--- src/rtl/game_over_screen_if.sv ---
// Bus between game_over_screen and its neighbours: upstream VGA stream and
// game flags in, delayed VGA stream, font ROM address and game control out.
interface game_over_screen_if;
  logic        game_over;
  logic        restart;
  logic [10:0] hcount_in;
  logic [10:0] vcount_in;
  logic        hsync_in;
  logic        hblnk_in;
  logic        vsync_in;
  logic        vblnk_in;
  logic [11:0] rgb_in;
  logic [7:0]  char_pixels;
  logic [10:0] char_addr;
  logic [10:0] hcount_out;
  logic [10:0] vcount_out;
  logic        hsync_out;
  logic        hblnk_out;
  logic        vsync_out;
  logic        vblnk_out;
  logic [11:0] rgb_out;
  logic        play_en;
  logic        restart_out;

  modport master (
    output game_over, restart, hcount_in, vcount_in, hsync_in, hblnk_in,
           vsync_in, vblnk_in, rgb_in, char_pixels,
    input  char_addr, hcount_out, vcount_out, hsync_out, hblnk_out,
           vsync_out, vblnk_out, rgb_out, play_en, restart_out
  );

  modport slave (
    input  game_over, restart, hcount_in, vcount_in, hsync_in, hblnk_in,
           vsync_in, vblnk_in, rgb_in, char_pixels,
    output char_addr, hcount_out, vcount_out, hsync_out, hblnk_out,
           vsync_out, vblnk_out, rgb_out, play_en, restart_out
  );
endinterface

--- src/rtl/game_over_screen.sv ---
// Game state controller (PLAY / OVER / CLEAR) with a blinking "GAME OVER"
// banner overlaid on the VGA stream. Glyph rows come from an external font
// ROM with a one-cycle read, so the stream is delayed by two pixel clocks.
module game_over_screen #(
  parameter int          TEXT_X       = 476,
  parameter int          TEXT_Y       = 376,
  parameter int          BOX_MARGIN   = 8,
  parameter int          BLINK_FRAMES = 30,
  parameter logic [11:0] BOX_RGB      = 12'h000,
  parameter logic [11:0] TEXT_RGB     = 12'hF00
) (
  input  logic           clk,
  input  logic           rst,
  game_over_screen_if.slave bus
);

  localparam logic [1:0] PLAY  = 2'd0;
  localparam logic [1:0] OVER  = 2'd1;
  localparam logic [1:0] CLEAR = 2'd2;

  localparam logic [10:0] TX0 = 11'(TEXT_X);
  localparam logic [10:0] TX1 = 11'(TEXT_X + 72);
  localparam logic [10:0] TY0 = 11'(TEXT_Y);
  localparam logic [10:0] TY1 = 11'(TEXT_Y + 16);
  localparam logic [10:0] BX0 = 11'(TEXT_X - BOX_MARGIN);
  localparam logic [10:0] BX1 = 11'(TEXT_X + 72 + BOX_MARGIN);
  localparam logic [10:0] BY0 = 11'(TEXT_Y - BOX_MARGIN);
  localparam logic [10:0] BY1 = 11'(TEXT_Y + 16 + BOX_MARGIN);

  localparam int            CW      = (BLINK_FRAMES > 1) ? $clog2(BLINK_FRAMES) : 1;
  localparam logic [CW-1:0] CNT_MAX = CW'(BLINK_FRAMES - 1);

  logic [1:0]    state, state_nx;
  logic          go_pend, pend_nx;
  logic [CW-1:0] blink_cnt, cnt_nx;
  logic          visible, vis_nx;
  logic          pulse_nx;

  logic          fs;
  logic [6:0]    dx;
  logic [3:0]    dy;
  logic          in_text, in_box;
  logic [6:0]    char_code;

  logic [10:0]   s1_hcount, s1_vcount;
  logic          s1_hsync, s1_vsync, s1_hblnk, s1_vblnk;
  logic [11:0]   s1_rgb;
  logic          s1_in_text, s1_in_box;
  logic [2:0]    s1_dx;

  assign fs = (bus.hcount_in == 11'd0) && (bus.vcount_in == 11'd0);

  // Only the low bits of the offsets matter: column within the text and glyph line
  assign dx = 7'(bus.hcount_in - TX0);
  assign dy = 4'(bus.vcount_in - TY0);

  assign in_text = (bus.hcount_in >= TX0) && (bus.hcount_in < TX1) &&
                   (bus.vcount_in >= TY0) && (bus.vcount_in < TY1);
  assign in_box  = (bus.hcount_in >= BX0) && (bus.hcount_in < BX1) &&
                   (bus.vcount_in >= BY0) && (bus.vcount_in < BY1);

  // Character of "GAME OVER" under the current column
  always_comb begin
    char_code = 7'h20;
    case (dx[6:3])
      4'd0: char_code = 7'h47;
      4'd1: char_code = 7'h41;
      4'd2: char_code = 7'h4D;
      4'd3: char_code = 7'h45;
      4'd4: char_code = 7'h20;
      4'd5: char_code = 7'h4F;
      4'd6: char_code = 7'h56;
      4'd7: char_code = 7'h45;
      4'd8: char_code = 7'h52;
      default: char_code = 7'h20;
    endcase
  end

  assign bus.char_addr = rst     ? 11'd0 :
                         in_text ? {char_code, dy} : {7'h20, 4'h0};

  // Next-state logic; transitions happen only at frame start so a frame is never torn
  always_comb begin
    state_nx = state;
    pend_nx  = go_pend;
    cnt_nx   = blink_cnt;
    vis_nx   = visible;
    pulse_nx = 1'b0;
    case (state)
      PLAY: begin
        if (bus.game_over) pend_nx = 1'b1;
        if (fs && (go_pend || bus.game_over)) begin
          state_nx = OVER;
          pend_nx  = 1'b0;
          cnt_nx   = '0;
          vis_nx   = 1'b1;
        end
      end
      OVER: begin
        if (bus.restart) begin
          state_nx = CLEAR;
        end else if (fs) begin
          if (blink_cnt == CNT_MAX) begin
            cnt_nx = '0;
            vis_nx = ~visible;
          end else begin
            cnt_nx = blink_cnt + 1'b1;
          end
        end
      end
      CLEAR: begin
        pend_nx = 1'b0;
        if (fs) begin
          state_nx = PLAY;
          pulse_nx = 1'b1;
        end
      end
      default: state_nx = PLAY;
    endcase
  end

  // State registers plus registered play_en / restart_out controls
  always_ff @(posedge clk or posedge rst) begin
    if (rst) begin
      state           <= PLAY;
      go_pend         <= 1'b0;
      blink_cnt       <= '0;
      visible         <= 1'b1;
      bus.play_en     <= 1'b0;
      bus.restart_out <= 1'b0;
    end else begin
      state           <= state_nx;
      go_pend         <= pend_nx;
      blink_cnt       <= cnt_nx;
      visible         <= vis_nx;
      bus.play_en     <= (state_nx == PLAY);
      bus.restart_out <= pulse_nx;
    end
  end

  // Stage 1: hold the pixel while the font ROM fetches its glyph row
  always_ff @(posedge clk or posedge rst) begin
    if (rst) begin
      s1_hcount  <= '0;
      s1_vcount  <= '0;
      s1_hsync   <= 1'b0;
      s1_vsync   <= 1'b0;
      s1_hblnk   <= 1'b0;
      s1_vblnk   <= 1'b0;
      s1_rgb     <= '0;
      s1_in_text <= 1'b0;
      s1_in_box  <= 1'b0;
      s1_dx      <= '0;
    end else begin
      s1_hcount  <= bus.hcount_in;
      s1_vcount  <= bus.vcount_in;
      s1_hsync   <= bus.hsync_in;
      s1_vsync   <= bus.vsync_in;
      s1_hblnk   <= bus.hblnk_in;
      s1_vblnk   <= bus.vblnk_in;
      s1_rgb     <= bus.rgb_in;
      s1_in_text <= in_text;
      s1_in_box  <= in_box;
      s1_dx      <= dx[2:0];
    end
  end

  // Stage 2: glyph row is valid now, mix the banner into the output colour
  always_ff @(posedge clk or posedge rst) begin
    if (rst) begin
      bus.hcount_out <= '0;
      bus.vcount_out <= '0;
      bus.hsync_out  <= 1'b0;
      bus.vsync_out  <= 1'b0;
      bus.hblnk_out  <= 1'b0;
      bus.vblnk_out  <= 1'b0;
      bus.rgb_out    <= '0;
    end else begin
      bus.hcount_out <= s1_hcount;
      bus.vcount_out <= s1_vcount;
      bus.hsync_out  <= s1_hsync;
      bus.vsync_out  <= s1_vsync;
      bus.hblnk_out  <= s1_hblnk;
      bus.vblnk_out  <= s1_vblnk;
      if (s1_hblnk || s1_vblnk)
        bus.rgb_out <= 12'h000;
      else if ((state == OVER) && visible && s1_in_box)
        bus.rgb_out <= (s1_in_text && bus.char_pixels[3'd7 - s1_dx]) ? TEXT_RGB : BOX_RGB;
      else
        bus.rgb_out <= s1_rgb;
    end
  end

endmodule

--- src/flat_wrapper.sv ---
// flat-port wrapper written by rule: the top's interface ports become plain ports
module game_over_screen_flat 
#(
  parameter int          TEXT_X       = 476,
  parameter int          TEXT_Y       = 376,
  parameter int          BOX_MARGIN   = 8,
  parameter int          BLINK_FRAMES = 30,
  parameter logic [11:0] BOX_RGB      = 12'h000,
  parameter logic [11:0] TEXT_RGB     = 12'hF00
)
  (clk, rst, bus_game_over, bus_restart, bus_hcount_in, bus_vcount_in, bus_hsync_in, bus_hblnk_in, bus_vsync_in, bus_vblnk_in, bus_rgb_in, bus_char_pixels, bus_char_addr, bus_hcount_out, bus_vcount_out, bus_hsync_out, bus_hblnk_out, bus_vsync_out, bus_vblnk_out, bus_rgb_out, bus_play_en, bus_restart_out);
  game_over_screen_if bus_i ();
  input  logic clk;
  input  logic rst;
  input wire logic [$bits(bus_i.game_over)-1:0] bus_game_over;
  input wire logic [$bits(bus_i.restart)-1:0] bus_restart;
  input wire logic [$bits(bus_i.hcount_in)-1:0] bus_hcount_in;
  input wire logic [$bits(bus_i.vcount_in)-1:0] bus_vcount_in;
  input wire logic [$bits(bus_i.hsync_in)-1:0] bus_hsync_in;
  input wire logic [$bits(bus_i.hblnk_in)-1:0] bus_hblnk_in;
  input wire logic [$bits(bus_i.vsync_in)-1:0] bus_vsync_in;
  input wire logic [$bits(bus_i.vblnk_in)-1:0] bus_vblnk_in;
  input wire logic [$bits(bus_i.rgb_in)-1:0] bus_rgb_in;
  input wire logic [$bits(bus_i.char_pixels)-1:0] bus_char_pixels;
  output wire logic [$bits(bus_i.char_addr)-1:0] bus_char_addr;
  output wire logic [$bits(bus_i.hcount_out)-1:0] bus_hcount_out;
  output wire logic [$bits(bus_i.vcount_out)-1:0] bus_vcount_out;
  output wire logic [$bits(bus_i.hsync_out)-1:0] bus_hsync_out;
  output wire logic [$bits(bus_i.hblnk_out)-1:0] bus_hblnk_out;
  output wire logic [$bits(bus_i.vsync_out)-1:0] bus_vsync_out;
  output wire logic [$bits(bus_i.vblnk_out)-1:0] bus_vblnk_out;
  output wire logic [$bits(bus_i.rgb_out)-1:0] bus_rgb_out;
  output wire logic [$bits(bus_i.play_en)-1:0] bus_play_en;
  output wire logic [$bits(bus_i.restart_out)-1:0] bus_restart_out;
  assign bus_i.game_over = bus_game_over;
  assign bus_i.restart = bus_restart;
  assign bus_i.hcount_in = bus_hcount_in;
  assign bus_i.vcount_in = bus_vcount_in;
  assign bus_i.hsync_in = bus_hsync_in;
  assign bus_i.hblnk_in = bus_hblnk_in;
  assign bus_i.vsync_in = bus_vsync_in;
  assign bus_i.vblnk_in = bus_vblnk_in;
  assign bus_i.rgb_in = bus_rgb_in;
  assign bus_i.char_pixels = bus_char_pixels;
  assign bus_char_addr = bus_i.char_addr;
  assign bus_hcount_out = bus_i.hcount_out;
  assign bus_vcount_out = bus_i.vcount_out;
  assign bus_hsync_out = bus_i.hsync_out;
  assign bus_hblnk_out = bus_i.hblnk_out;
  assign bus_vsync_out = bus_i.vsync_out;
  assign bus_vblnk_out = bus_i.vblnk_out;
  assign bus_rgb_out = bus_i.rgb_out;
  assign bus_play_en = bus_i.play_en;
  assign bus_restart_out = bus_i.restart_out;
  game_over_screen #(.TEXT_X(TEXT_X), .TEXT_Y(TEXT_Y), .BOX_MARGIN(BOX_MARGIN), .BLINK_FRAMES(BLINK_FRAMES), .BOX_RGB(BOX_RGB), .TEXT_RGB(TEXT_RGB)) u_core (.clk(clk), .rst(rst), .bus(bus_i));
endmodule
--- config.mk ---
export PLATFORM = sky130hd
export DESIGN_NAME = game_over_screen_flat
export DESIGN_NICKNAME = d
export VERILOG_FILES = /design/src/rtl/game_over_screen_if.sv /design/src/rtl/game_over_screen.sv /design/src/flat_wrapper.sv
export SDC_FILE = /design/constraint.sdc
export NUM_CORES = 1
export LEC_CHECK = 0
export CAP_MARGIN = 20
export CORE_MARGIN = 2
export CORE_UTILIZATION = 46
export DETAILED_ROUTE_END_ITERATION = 8
export PLACE_DENSITY = 0.79
export SLEW_MARGIN = 20
export SYNTH_ARGS = -nofsm -noshare
export SYNTH_HDL_FRONTEND = slang
export SYNTH_SLANG_ARGS = --single-unit
--- constraint.sdc ---
create_clock -name clk -period 9.3 [get_ports clk]
set_input_delay 2.79 -clock clk [delete_from_list [all_inputs] [get_ports clk]]
set_output_delay 2.79 -clock clk [all_outputs]
set_load 0.02 [all_outputs]
==> results.sh <==
export IMPL_postCtsSetupRepairBufs=0
export IMPL_placed_cells=443
export IMPL_end_kind="output pin"
export IMPL_async_flop_share_pct=100
export IMPL_timing_final_ws_setup_ps=893
export IMPL_diodes=0
export IMPL_insertion_delay_ps=340
export IMPL_hp_class="flip-flop to flip-flop"
export IMPL_slew_viol_final=0
export IMPL_setup_tns_ps=0
export IMPL_die_x_microns=89.2
export IMPL_worstMarginPinSlew_ps=899
export IMPL_grt_start_max_net_pins=78
export IMPL_hold_viol=0
export IMPL_slew_headroom_pct=40.1
export IMPL_avgRoutedWirePerCell_microns=15.3
export IMPL_start_util_pct=46.8
export IMPL_grt_remaining_overflow=0
export IMPL_die_area_sq_um=7950
export IMPL_nNetsFinal=413
export IMPL_cellPowerDensity_nw_per_um2=164
export IMPL_switchingPower_mw=0.187
export IMPL_layout_commonest_cell="clkdlybuf4s50_1"
export IMPL_cts_tree="built"
export IMPL_synthFlopType="dfrtp_1"
export IMPL_fin_crit_sh_pct=90.4
export IMPL_grt_pass1_vias=2274
export IMPL_status="finished, final reports clean"
export IMPL_drv_cap=0
export IMPL_critical_path_required_ps=6510
export IMPL_startpoint_type="input pin"
export IMPL_synth_edff_count=0
export IMPL_cpMaxStageDelayCell="clkdlybuf4s50_1"
export IMPL_cts_repair_resize_count=0
export IMPL_vias_per_cell=5.14
export IMPL_grt_antenna_before_repair=0
export IMPL_hold_slack_ps=349
export IMPL_crit_chain="clkdlybuf4s50_1 -> inv_1 -> ha_1 -> inv_1 -> ha_1 -> o21ai_0 -> and3_1 -> a211oi_1 -> and4_1 -> clkdlybuf4s50_1"
export IMPL_p_leak_nw=1.96
export IMPL_crit_family="buffers and inverters"
export IMPL_row_count=31
export IMPL_cts_htree_levels=3
export IMPL_avgSynthCellArea_sq_um=13.6
export IMPL_root_buffer="clkbuf_8"
export IMPL_finClkSkew_ps=6.21
export IMPL_drive_gt1_share_pct=7.78
export IMPL_cts_sinks=90
export IMPL_pwr_share_clk_pct=34.3
export IMPL_max_freq_mhz=119
export IMPL_cp_arrival_ps=5620
export IMPL_drt_initial_drc_count=113
export IMPL_dp_slack_ps=923
export IMPL_cp_num_buf_inv=4
export IMPL_synth_cell_types=49
export IMPL_ys_seq_elements=90
export IMPL_p_comb_share_pct=11.7
export IMPL_synth_seq_area_share_pct=67.5
export IMPL_layout_area_seq_sq_um=2250
export IMPL_synth_nets=304
export IMPL_clk_pin_slew_ps=80
export IMPL_io_pins=101
export IMPL_cpPeakStageDelay_ps=610
export IMPL_mappedNetlistArea_sq_um=3340
export IMPL_layout_common_cells="clkdlybuf4s50_1, dfrtp_1, nand2_1, nand3_1"
export IMPL_setup_viol=0
export IMPL_path_class="input pin to output pin"
export IMPL_dr_pass1_iters=4
export IMPL_drc=0
export IMPL_final_cells=459
export IMPL_cp_max_fo=6
export IMPL_place_congestion=0.929
export IMPL_groute_usage_overall_pct=18.4
export IMPL_fp_dieH_microns=89.2
export IMPL_nFillCells=556
export IMPL_areaGrowthSynthToFinish_pct=39.1
export IMPL_synth_warnings=0
export IMPL_hpwl_microns=5240
export IMPL_multiInputGateArea_sq_um=1020
export IMPL_clockBufferDepth=2
export IMPL_cts_inserted_buffers=9
export IMPL_ant_nets=0
export IMPL_postRouteWirelength_microns=7040
export IMPL_intPower_mw=0.577
export IMPL_seqPwrFrac_pct=54.0
export IMPL_io_buffers=100
export IMPL_ir_drop_mv=0.0737
export IMPL_rsz0062_at_grt="no"
export IMPL_hold_buffers=0
export IMPL_core_sq_um=7140
export IMPL_postSynthCellCount=246
export IMPL_swShare_pct=24.4
export IMPL_fin_crit_ps=8410
export IMPL_vias=2360
export IMPL_grt_pass1_wl_microns=11000
==> state kept, by name (all words and copies together) (netlist names), 2 cells and up <==
signal,flops
u_core.blink_cnt,5
u_core.bus.hcount_out,11
u_core.bus.rgb_out,12
u_core.s1_rgb,12
u_core.state,2
u_core.s1_vcount,11
u_core.s1_hcount,11
u_core.bus.vcount_out,11
==> per-stage QoR <==
step	power, mW	utilization (%)	area [sq um]
floorplan	0.459	-	3340
global placement	0.508	62.3	4440
detailed placement	0.510	62.3	4440
CTS	0.769	65.1	4640
global route	0.795	65.1	4640
finish	0.763	65.1	4640
==> power groups by stage <==
stage / Combinational, mW / Sequential, mW / Clock, mW
after CTS: 0.0903 / 0.412 / 0.266
after global routing: 0.0974 / 0.414 / 0.283
after detailed placement: 0.0897 / 0.420 / 0
after global placement: 0.0885 / 0.419 / 0
after floorplan: 0.0299 / 0.429 / 0
final: 0.0897 / 0.412 / 0.262
==> layout make-up <==
| type | count | share of cell area, % |
|---|---|---|
| sequential | 90 | 48.5 |
| inverter | 10 | 0.835 |
| timing repair buffer | 101 | 21.7 |
| clock buffer | 9 | 2.67 |
| multi-input combinational | 143 | 22.0 |
| tap | 99 | 2.67 |
| clock inverter | 7 | 1.64 |
==> worst paths after layout <==
kind                                          start                  endpoint  slack (ps)  depth (start not counted)
min in group asynchronous                       rst       u_core.s1_vcount[1]        2720                          2
worst max register to register      u_core.state[0]    u_core.bus.rgb_out[11]        7360                          4
worst max-delay path               bus_hcount_in[2]         bus_char_addr[10]         890                         10
worst min-delay path            u_core.s1_hcount[7]  u_core.bus.hcount_out[7]         350                          0
max in group asynchronous                       rst       u_core.s1_vcount[7]        5400                          3
worst min register to register  u_core.s1_hcount[7]  u_core.bus.hcount_out[7]         350                          0
==> cells in the mapped netlist (2+ instances only) <==
library cell,count,area share [%]
and2_1,3,0.56
a21o_1,5,1.1
nor3_1,8,1.2
dfrtp_1,89,67
a21oi_1,5,0.75
mux2_2,2,0.67
xnor2_1,4,1.0
buf_6,2,0.67
and3_1,9,1.7
a211oi_1,5,1.1
nand3_1,10,1.5
o31ai_1,3,0.67
ha_1,8,3.0
nand2b_1,3,0.56
or2_1,3,0.56
nor2_1,8,0.90
nor4_2,2,0.75
mux4_2,2,1.3
nor4_1,2,0.37
o21ai_0,7,1.0
o221ai_1,2,0.52
nor3b_1,4,0.90
o41ai_1,2,0.52
nand2_1,15,1.7
or3_1,3,0.56
nor4b_1,3,0.79
inv_1,10,1.1
and4_1,2,0.52
nand4_1,4,0.75
nor2b_1,2,0.37
==> logic make-up (layout without fill, tap and decap cells) <==
group / count (synthesis) / in the layout / share of synthesized area, %
xor+xnor: 5 / 5 / 1.31
mux: 5 / 5 / 2.32
buf+inv: 13 / 127 / 1.95
fa+ha+maj: 8 / 8 / 3.00
simple gates: 82 / 82 / 13.9
compound gates: 43 / 43 / 10.0
flops: 90 / 90 / 67.5
==> per-layer routing <==
layer / global-route usage, % / routed length [microns] / up-vias
met5: 0 / 0 / -
met2: 29.7 / 3270 / 101
met3: 4.52 / 537 / 10
met4: 6.78 / 99 / 0
li1: - / - / 1107
met1: 24.2 / 3130 / 1142
Power figures use the tool's default switching activity.
